===== config.mk =====
export PLATFORM = sky130hd
export DESIGN_NAME = imem_loader
export DESIGN_NICKNAME = d
export VERILOG_FILES = /design/src/rtl/imem_loader_pkg.sv /design/src/rtl/imem_loader_word_packer.sv /design/src/rtl/imem_loader.sv
export SDC_FILE = /design/constraint.sdc
export NUM_CORES = 1
export LEC_CHECK = 0
export ABC_AREA = 0
export BUFFER_PORTS_ARGS = -buffer_cell sky130_fd_sc_hd__buf_2
export CORE_AREA = 4 4 100 102
export CTS_CLUSTER_SIZE = 12
export DETAILED_ROUTE_END_ITERATION = 6
export DIE_AREA = 0 0 104 106
export GPL_ROUTABILITY_DRIVEN = 0
export GPL_TIMING_DRIVEN = 0
export PLACE_DENSITY = 0.56
export SLEW_MARGIN = 30
export SYNTH_ARGS = -nofsm -noshare
export SYNTH_HDL_FRONTEND = slang
export SYNTH_SLANG_ARGS = --single-unit

===== constraint.sdc =====
create_clock -name clk -period 3.85 [get_ports clk]
set_clock_uncertainty 0.05 [all_clocks]
set_input_delay 0.385 -clock clk [delete_from_list [all_inputs] [get_ports clk]]
set_output_delay 0.385 -clock clk [all_outputs]
set_load 0.01 [all_outputs]

===== src/rtl/imem_loader_pkg.sv =====
// imem_loader_pkg: shared loader state encodings and imem geometry.
package imem_loader_pkg;
  localparam int IMEM_ADDR_W = 5;
  typedef enum logic [2:0] {
    LD_IDLE,
    LD_HDR_HI,
    LD_HDR_LO,
    LD_DATA,
    LD_LAST,
    LD_RUN,
    LD_ERR
  } ld_state_e;
endpackage


===== src/rtl/imem_loader_word_packer.sv =====
// imem_word_packer: packs accepted bytes MSB-first into 32-bit words.
module imem_word_packer (
  input  logic        clk,
  input  logic        rst_n,
  input  logic        clear,
  input  logic        byte_en,
  input  logic [7:0]  data_in,
  output logic        word_valid,
  output logic [31:0] word
);
  logic [1:0]  idx_q;
  logic [23:0] sr_q;
  always_ff @(posedge clk) begin
    if (!rst_n || clear) begin
      idx_q <= '0;
      sr_q  <= '0;
    end else if (byte_en) begin
      idx_q <= idx_q + 2'd1;
      sr_q  <= {sr_q[15:0], data_in};
    end
  end
  // The 4th byte completes the word combinationally; the top registers it.
  assign word_valid = byte_en && idx_q == 2'd3;
  assign word       = {sr_q, data_in};
endmodule


===== src/rtl/imem_loader.sv =====
// imem_loader: streams a length-prefixed byte image into imem, holding the CPU in reset until done.
module imem_loader
  import imem_loader_pkg::*;
#(
  parameter int ADDR_W = IMEM_ADDR_W
) (
  input  logic              clk,
  input  logic              rst_n,
  input  logic              reload,
  input  logic              in_valid,
  input  logic [7:0]        in_data,
  output logic              in_ready,
  output logic              imem_we,
  output logic [ADDR_W-1:0] imem_addr,
  output logic [31:0]       imem_wdata,
  output logic              cpu_rst_n,
  output logic              done,
  output logic              error
);
  localparam int DEPTH = 2 ** ADDR_W;
  ld_state_e         state_q, state_d;
  logic [15:0]       cnt_q, cnt_d;
  logic [ADDR_W-1:0] idx_q, idx_d, addr_q, addr_d;
  logic [31:0]       wdata_q, wdata_d;
  logic              in_ready_q, in_ready_d, we_q, we_d, cpu_q, cpu_d, done_q, done_d, err_q, err_d;
  logic              accept, word_valid, last_word;
  logic [31:0]       word;
  logic [15:0]       n_hdr;
  assign accept    = in_valid && in_ready_q;
  assign n_hdr     = {cnt_q[15:8], in_data};
  assign last_word = 16'(idx_q) == cnt_q - 16'd1;
  // Any partial word is dropped whenever the loader is not actively in DATA.
  imem_word_packer u_packer (
    .clk       (clk),
    .rst_n     (rst_n),
    .clear     (reload || state_q != LD_DATA),
    .byte_en   (accept && state_q == LD_DATA),
    .data_in   (in_data),
    .word_valid(word_valid),
    .word      (word)
  );
  always_ff @(posedge clk) begin
    if (!rst_n || reload) begin
      state_q    <= LD_IDLE;
      cnt_q      <= '0;
      idx_q      <= '0;
      addr_q     <= '0;
      wdata_q    <= '0;
      in_ready_q <= 1'b0;
      we_q       <= 1'b0;
      cpu_q      <= 1'b0;
      done_q     <= 1'b0;
      err_q      <= 1'b0;
    end else begin
      state_q    <= state_d;
      cnt_q      <= cnt_d;
      idx_q      <= idx_d;
      addr_q     <= addr_d;
      wdata_q    <= wdata_d;
      in_ready_q <= in_ready_d;
      we_q       <= we_d;
      cpu_q      <= cpu_d;
      done_q     <= done_d;
      err_q      <= err_d;
    end
  end
  always_comb begin
    state_d = state_q;
    case (state_q)
      LD_IDLE:   state_d = LD_HDR_HI;
      LD_HDR_HI: state_d = accept ? LD_HDR_LO : LD_HDR_HI;
      LD_HDR_LO: state_d = !accept ? LD_HDR_LO : n_hdr > 16'(DEPTH) ? LD_ERR :
                           n_hdr == 16'd0 ? LD_LAST : LD_DATA;
      LD_DATA:   state_d = word_valid && last_word ? LD_LAST : LD_DATA;
      LD_LAST:   state_d = LD_RUN;
      default:   state_d = state_q;
    endcase
  end
  always_comb begin
    cnt_d      = accept && state_q == LD_HDR_HI ? {in_data, 8'h00} :
                 accept && state_q == LD_HDR_LO ? n_hdr : cnt_q;
    in_ready_d = state_q == LD_IDLE ||
                 (in_ready_q && state_d inside {LD_HDR_HI, LD_HDR_LO, LD_DATA});
    we_d       = word_valid;
    addr_d     = word_valid ? idx_q : addr_q;
    wdata_d    = word_valid ? word : wdata_q;
    idx_d      = idx_q + ADDR_W'(word_valid);
    cpu_d      = state_d == LD_RUN;
    done_d     = state_d == LD_RUN;
    err_d      = state_d == LD_ERR;
  end
  assign in_ready   = in_ready_q;
  assign imem_we    = we_q;
  assign imem_addr  = addr_q;
  assign imem_wdata = wdata_q;
  assign cpu_rst_n  = cpu_q;
  assign done       = done_q;
  assign error      = err_q;
endmodule

# --- Word-level counts from Yosys, hierarchy flattened ---
# Cells that the tools add are included.
op_classes:
  n_addsub: 3
  n_lt_le_gt_ge: 1
  eq_ne: 12
  n_mux: 8
  n_reduce_logical: 16
ops:
  columns: ["cell", "n"]
  rows:
  - ["5-bit by 16-bit == test with 1-bit output", 1]
  - ["16-bit by 6-bit greater-than comparator with 1-bit output (second input constant)", 1]
  - ["16-bit logical NOT", 1]
  - ["16-bit 2-to-1 mux", 1]
  - ["16-bit by 1-bit subtractor with 16-bit output (second input constant)", 1]
  - ["3-bit one-hot mux with 5 select lines", 1]
  - ["3-bit by 2-bit == test with 1-bit output (second input constant)", 4]
  - ["3-bit 2-to-1 mux", 4]
  - ["3-bit == test (second input constant)", 3]
  - ["8-bit 2-to-1 mux", 1]
  - ["1-bit logical AND", 7]
  - ["3-bit by 1-bit == test with 1-bit output (second input constant)", 2]
  - ["5-bit by 1-bit adder with 5-bit output", 1]
  - ["1-bit logical OR", 4]
  - ["3-bit logical NOT", 1]
  - ["3-bit by 2-bit inequality test with 1-bit output (second input constant)", 1]
  - ["3-bit nonzero test", 1]
  - ["2-bit by 1-bit adder with 2-bit output (second input constant)", 1]
  - ["2-bit == test (second input constant)", 1]
  - ["2-bit 2-to-1 mux", 1]
  - ["2-bit OR reduction", 1]
  - ["1-bit logical NOT", 1]
word_totals:
  regBits: 91
  inputBits: 12
  out_inout_bits: 42

# --- Longest topological paths before layout ---
# Gate-level depths: netlist of run 1.
logic_depth:
  depth_word: 10
  mapped_depth: 9
  mapped_depth_nobuf: 8

# --- Hierarchy ---
# A second synthesis of run 1 with hierarchy kept.
hier_totals:
  cells_unflattened: 382
  hier_area_um2: 3851.2
by_module_without_submodules:
  columns: ["mod", "instances", "cells_each", "area_each_um2", "seq_area_each_um2"]
  rows:
  - ["imem_loader", 1, 287, 2803.9, 1301.2]
  - ["imem_word_packer", 1, 95, 1047.3, 520.5]

# --- Worst setup path before layout of run 1 ---
# OpenSTA, ideal clock, no wires.
synth_timing:
  path_type: "flip-flop to flip-flop"
  start: "register cnt_q[0]"
  end: "register done_q (netlist: done)"
  setup_ns: 0.087
  t_arrival_ns: 2.514
  path_slack_ns: 1.199
  path_stages_with_launch: 9
  n_path_buf: 0
  cell_sequence: "dfxtp_1 -> inv_1 -> ha_1 -> or3b_1 -> or4b_1 -> xnor2_1 -> or4_4 -> and3_4 -> nor4b_4"
synth_via:
  elab_chain_len: 6
synth_rtl:
  columns: ["element", "line", "text"]
  rows:
  - ["start: declaration", "imem_loader.sv:22", "logic [15:0] cnt_q, cnt_d;"]
  - ["start signal: assignment", "imem_loader.sv:56", "cnt_q <= cnt_d;"]
  - ["16-bit by 1-bit subtractor with 16-bit output", "imem_loader.sv:31", "assign last_word = 16'(idx_q) == cnt_q - 16'd1;"]
  - ["5-bit by 16-bit == test with 1-bit output", "imem_loader.sv:31", null]
  - ["1-bit logical AND", "imem_loader.sv:74", "LD_DATA: state_d = word_valid && last_word ? LD_LAST : LD_DATA;"]
  - ["3-bit 2-to-1 mux", "imem_loader.sv:74", null]
  - ["3-bit one-hot mux with 5 select lines", "imem_loader.sv:69", "case (state_q)"]
  - ["3-bit == test", "imem_loader.sv:89", "done_d = state_d == LD_RUN;"]
  - ["end signal: assignment", "imem_loader.sv:63", "done_q <= done_d;"]
  - ["end: declaration", "imem_loader.sv:25", "logic in_ready_q, in_ready_d, we_q, we_d, cpu_q, cpu_d, done_q, done_d, err_q, err_d;"]
# Every way passes these cells.
# A chain may end at the register's enable or synchronous reset.

# --- Worst setup path after layout of run 1 ---
# Ends and elaborated chain as after synthesis.

==> results_dict.tcl, run 1 <==
set metrics [dict create \
    drive_gt1_frac 0.160 \
    criticalPathCategory "register to register" \
    clk_pin_slew_ns 0.09 \
    maxCapViolations 0 \
    grt_pass1_vias 2768 \
    synthCells 425 \
    final_common_cell "nand2_1" \
    first_pass_iters 4 \
    synthArstFlopShare 0 \
    start_util 0.392 \
    swShare 0.221 \
    slew_violations 0 \
    comb_power_share 0.026 \
    core_region_area_um2 9110 \
    hp-class "primary input to register" \
    place_hpwl_um 6140 \
    critPathCaptureType "register" \
    seqPwrFrac 0.577 \
    synth_area_leader_cell "dfxtp_1" \
    portBuffers 53 \
    yosys_most_used_dff "dfxtp_1" \
    fin_crit_ns 2.84 \
    peakVddDrop_mv 0.220 \
    avgSynthCellArea_um2 8.40 \
    grt_pass1_wl_um 14100 \
    die_w_um 104 \
    cts-root-buf "clkbuf_8" \
    fp.dieH_um 106 \
    fin_nets 505 \
    final_cell_mix "129 x nand2_1, 91 x dfxtp_1, 62 x a21oi_1" \
    vias 3035 \
    ys_seq_area_frac 0.511 \
    slew-limit-headroom 0.382 \
    synth_xor_xnor_area_share 0.0245 \
    worstMarginPinSlew_ns 0.924 \
    cts_buffers 9 \
    drt-initial-drc-count 165 \
    outcome "completed" \
    hold_ws_ns 0.271 \
    yosys_warnings 0 \
    ctsResizeCount 0 \
    switching_power_w 0.000361 \
    ant_nets 0 \
    wl_per_cell_um 13.8 \
    postCtsHoldBufs 0 \
    h-tree-depth 3 \
    cp_cell_sequence "inv_1 > ha_1 > or3b_1 > or4b_1 > xnor2_1 > or4_4 > and3_4 > nor4b_4" \
    period_share 0.737 \
    area.growth.synth_to_final_pct 17.0 \
    netlist_top_cells_area "dfxtp_1 51%, nand2_1 14%, a21oi_1 8.7%" \
    hold_viol 0 \
    p_leak_nw 1.56 \
    die-area_um2 11000 \
    final.setup.tns_ns 0 \
    crit_path_top_delay_cell "or4b_1" \
    grt_remaining_overflow 0 \
    grt_usage 0.159 \
    max_freq_mhz 352 \
    rsz0062_at_grt "no" \
    grt_max_degree 16 \
    synth_top_area_frac 0.511 \
    rows 35 \
    routed_wl_um 8350 \
    synth_compound_area_frac 0.128 \
    yosys.area_share.adder 0.0140 \
    synth_enable_flop_cells 0 \
    cp_data_arrival_time_ns 3.06 \
    post_cts.repair.setup_buffers 0 \
    finalSetupViolations 0 \
    diodes 0 \
    crit_path_max_fanout 6 \
    syn_area_um2 3570 \
    via_per_inst 5.02 \
    r2r_slack_ns 1.01 \
    synth_cell_types 47 \
    synth_mux_area_frac 0.0449 \
    cts_tree "done" \
    cts_max_path_buffers 2 \
    fill_cells 923 \
    pwr-share-clk 0.398 \
    syn-num-nets 441 \
    insertion_delay_ns 0.35 \
    boundaryPins 54 \
    worstPathRequired_ns 4.07 \
    worst_setup_path_start_kind "register" \
    max_stage_delay_ns 0.53 \
    drc 0 \
    synthSimpleGateAreaFrac 0.242 \
    clock_sinks 91 \
    synth-seq-cells 91 \
    antenna_found_initial 0 \
    powerDensity_nw_per_um2 392 \
    p_int_w 0.00127 \
    synth_top_family_by_area "simple AND/OR/NAND/NOR gates" \
]
## cells by family (layout without fill, tap and decap cells)
logic type	count (synthesis)	count (layout)
multiplexers	16	16
AO/OA/AOI/OAI	82	82
flip-flops	91	91
adder cells (fa/ha/maj)	4	4
AND/OR/NAND/NOR	191	191
XOR/XNOR	10	10
buffers and inverters	31	100
## per-stage QoR
| step | total power, W | setup WS, ns | instance area, um^2 | util | instances |
|---|---|---|---|---|---|
| finish | 0.00164 | 1.01 | 4170 | 0.458 | 605 |
| global route | 0.00171 | 0.877 | 4170 | 0.458 | 605 |
| CTS | 0.00166 | 0.995 | 4170 | 0.458 | 605 |
| detailed placement | 0.00101 | 1.03 | 3970 | 0.436 | 589 |
| global placement | 0.00101 | 1.04 | 3970 | 0.436 | 589 |
| floorplan | 0.000985 | 1.20 | 3570 | - | 425 |
## worst paths after layout
| kind | end | cells past startpoint | start |
|---|---|---|---|
| max | done | 8 | cnt_q[0] |
| min | imem_wdata[1] | 3 | in_data[1] |
| max reg2reg | done | 8 | cnt_q[0] |
| min reg2reg | imem_addr[3] | 2 | imem_addr[3] |
## flip-flops by register name, indices dropped and copies added, names as in the netlist
signal          count
in_ready            1
error               1
imem_wdata         32
done                1
imem_we             1
u_packer.sr_q      24
state_q             3
u_packer.idx_q      2
cnt_q              16
imem_addr           5
idx_q               5
## worst max-delay path: cells and delay by family, from the launching register on
kind	cells	cell delay, ns
AND/OR/NAND/NOR	5	1.86
buffers and inverters	1	0.10
XOR/XNOR	1	0.14
flip-flops	1	0.37
adder cells (fa/ha/maj)	1	0.25
## layout make-up
| cell class | count | area (um^2) | share of cell area |
|---|---|---|---|
| flip-flops and latches | 91 | 1820 | 0.436 |
| multi-input cells | 303 | 1620 | 0.388 |
| repair buffers | 53 | 265 | 0.0635 |
| clock buffers | 11 | 141 | 0.0339 |
| well taps | 111 | 139 | 0.0333 |
| plain buffers | 26 | 110 | 0.0264 |
| clock inverters | 5 | 60.1 | 0.0144 |
| inverters | 5 | 18.8 | 0.00450 |
## synth_stat cells, types with 3 or more instances
library cell  count
nand3_1           3
a31oi_1           4
ha_1              4
clkbuf_1         23
xor2_1            4
nor2b_1           4
a21oi_1          62
mux2i_1          16
nor4_1            4
nor3_1            6
nand2_1         129
inv_1             5
o21ai_0           3
nor2_1           24
dfxtp_1          91
xnor2_1           6
## routing by layer
layer,vias to the layer above,global-route usage,part of all wire
met5,-,0,0
met4,0,0.0551,0.015
li1,1558,-,-
met2,65,0.247,0.44
met1,1401,0.219,0.50
met3,11,0.0346,0.042
## power groups by stage
stage,Clock (W),Sequential [W],Combinational (W)
global route,0.000721,0.000944,0.0000465
detailed placement,0,0.000965,0.0000425
global placement,0,0.000965,0.0000417
floorplan,0,0.000965,0.0000201
finish,0.000650,0.000943,0.0000419
CTS,0.000672,0.000943,0.0000426
Note: power is estimated with default switching activity, not from simulation.
==> run 2, diff against run 1 <==
Clock period 3.85 ns to 2.9 ns, I/O delays scaled along.
==> results_dict.tcl, run 2 (synthesis gave the netlist of run 1 again) <==
set metrics [dict create \
    outcome "completed" \
    via_per_inst 5.01 \
    grt_usage 0.159 \
    post-route-util 0.459 \
    insertion_delay_ns 0.35 \
    peakVddDrop_mv 0.292 \
    r2r_start "cnt_q[1]" \
    place_area_um2 3970 \
    hold_ws_ns 0.176 \
    clk_pin_slew_ns 0.09 \
    fin_nets 505 \
    final_cell_mix "129 x nand2_1, 90 x dfxtp_1, 62 x a21oi_1" \
    die_w_um 104 \
    antenna_found_initial 0 \
    routed_wl_um 8360 \
    finalInstanceArea_um2 4180 \
    area.growth.synth_to_final_pct 17.1 \
    h-tree-depth 3 \
    portBuffers 53 \
    cts_tree "done" \
    period_share 0.958 \
    rows 35 \
    r2r-end "done" \
    hp-class "primary input to register" \
    cts_buffers 9 \
    reg2regPathDepth 8 \
    slew-limit-headroom 0.382 \
    drive_gt1_frac 0.164 \
    post_cts.repair.setup_buffers 0 \
    grt_pass1_vias 2768 \
    slew_violations 0 \
    r2r_slack_ns 0.12 \
    place_hpwl_um 6140 \
    crit_path_max_fanout 6 \
    core_region_area_um2 9110 \
    drt-initial-drc-count 193 \
    die-area_um2 11000 \
    hold_path.startpoint "in_data[1]" \
    worstPathRequired_ns 3.12 \
    wl_per_cell_um 13.8 \
    first_pass_iters 4 \
    cts-root-buf "clkbuf_8" \
    powerDensity_nw_per_um2 520 \
    hold_viol 0 \
    min_to "imem_wdata[1]" \
    finalSetupViolations 0 \
    fin_crit_ns 2.78 \
    final_common_cell "nand2_1" \
    worst_setup_path_start_kind "register" \
    critPathCaptureType "register" \
    grt_pass1_wl_um 14100 \
    drc 0 \
    boundaryPins 54 \
    hold_depth 3 \
    pre_cts_slack_ns 0.0803 \
    vias 3029 \
    ant_nets 0 \
    final.setup.tns_ns 0 \
    diodes 0 \
    largest_reg_flops 32 \
    cts_max_path_buffers 2 \
    grt_max_degree 16 \
    cp_data_arrival_time_ns 3.00 \
    start_util 0.392 \
    rsz0062_at_grt "no" \
    fp.dieH_um 106 \
    criticalPathCategory "register to register" \
    max_freq_mhz 360 \
    grt_remaining_overflow 0 \
    multi_input_area_um2 1620 \
    regArea_um2 1820 \
    worstMarginPinSlew_ns 0.923 \
    maxCapViolations 0 \
    setup_ws_ns 0.122 \
    fill_cells 923 \
    clock_sinks 91 \
    p_leak_nw 1.56 \
]
-- run 2: cell count changes in the layout (fill, tap and decap cells not counted) --
cell | before | now
ha_2 | 0 | 1
dfxtp_2 | 0 | 1
dfxtp_1 | 91 | 90
ha_1 | 4 | 3
-- run 2: through the flow --
| stage | power (W) | cells |
|---|---|---|
| 2_1_floorplan | 0.00131 | 425 |
| 3_3_place_gp | 0.00134 | 589 |
| 3_5_place_dp | 0.00134 | 589 |
| 4_1_cts | 0.00220 | 605 |
| 5_1_grt | 0.00227 | 605 |
| 6_report | 0.00217 | 605 |
-- run 2: where the power goes --
group / internal (W) / switching (W) / leakage (nW)
combinational: 0.0000160 / 0.0000397 / 0.726
sequential: 0.00125 / 0.00000157 / 0.734
clock: 0.000426 / 0.000438 / 0.0999
total: 0.00169 / 0.000479 / 1.56
-- run 2: repair_timing --
item / 4_1_cts / 5_1_grt
setup endpoints to repair: 0 / 3
hold buffers: 0 / 0
gates resized for setup: 0 / 2
-- run 2: how the worst max path moves through the flow --
| stage | cells after the start | end | startpoint | slack [ns] |
|---|---|---|---|---|
| finish | 8 | done | cnt_q[1] | 0.12 |
| detailed placement | 8 | done | cnt_q[0] | 0.08 |
| global route | 8 | done | cnt_q[1] | 0.0003 |
| CTS | 8 | done | cnt_q[0] | 0.04 |
| floorplan | 8 | done | cnt_q[0] | 0.25 |
| global placement | 8 | done | cnt_q[0] | 0.09 |
-- run 2: area by class of cell --
cell class | instances | share of cell area
clock inverters | 5 | 0.0144
well taps | 111 | 0.0332
flip-flops and latches | 91 | 0.436
repair buffers | 53 | 0.0635
plain buffers | 26 | 0.0264
multi-input cells | 303 | 0.388
clock buffers | 11 | 0.0338
inverters | 5 | 0.00449
-- run 2: per-layer routing --
metal | GRT usage | vias to the layer above | wire, um
li1 | - | 1555 | -
met1 | 0.219 | 1404 | 4190
met2 | 0.247 | 61 | 3700
met3 | 0.0346 | 9 | 339
met4 | 0.0551 | 0 | 129
met5 | 0 | - | 0
-- run 2: critical path, cell delays in order, from the launching register on --
cell and delay (ns):
dfxtp_1 0.35, inv_1 0.09, ha_2 0.22, or3b_1 0.38, or4b_1 0.53, xnor2_1 0.14
or4_4 0.52, and3_4 0.19, nor4b_4 0.23
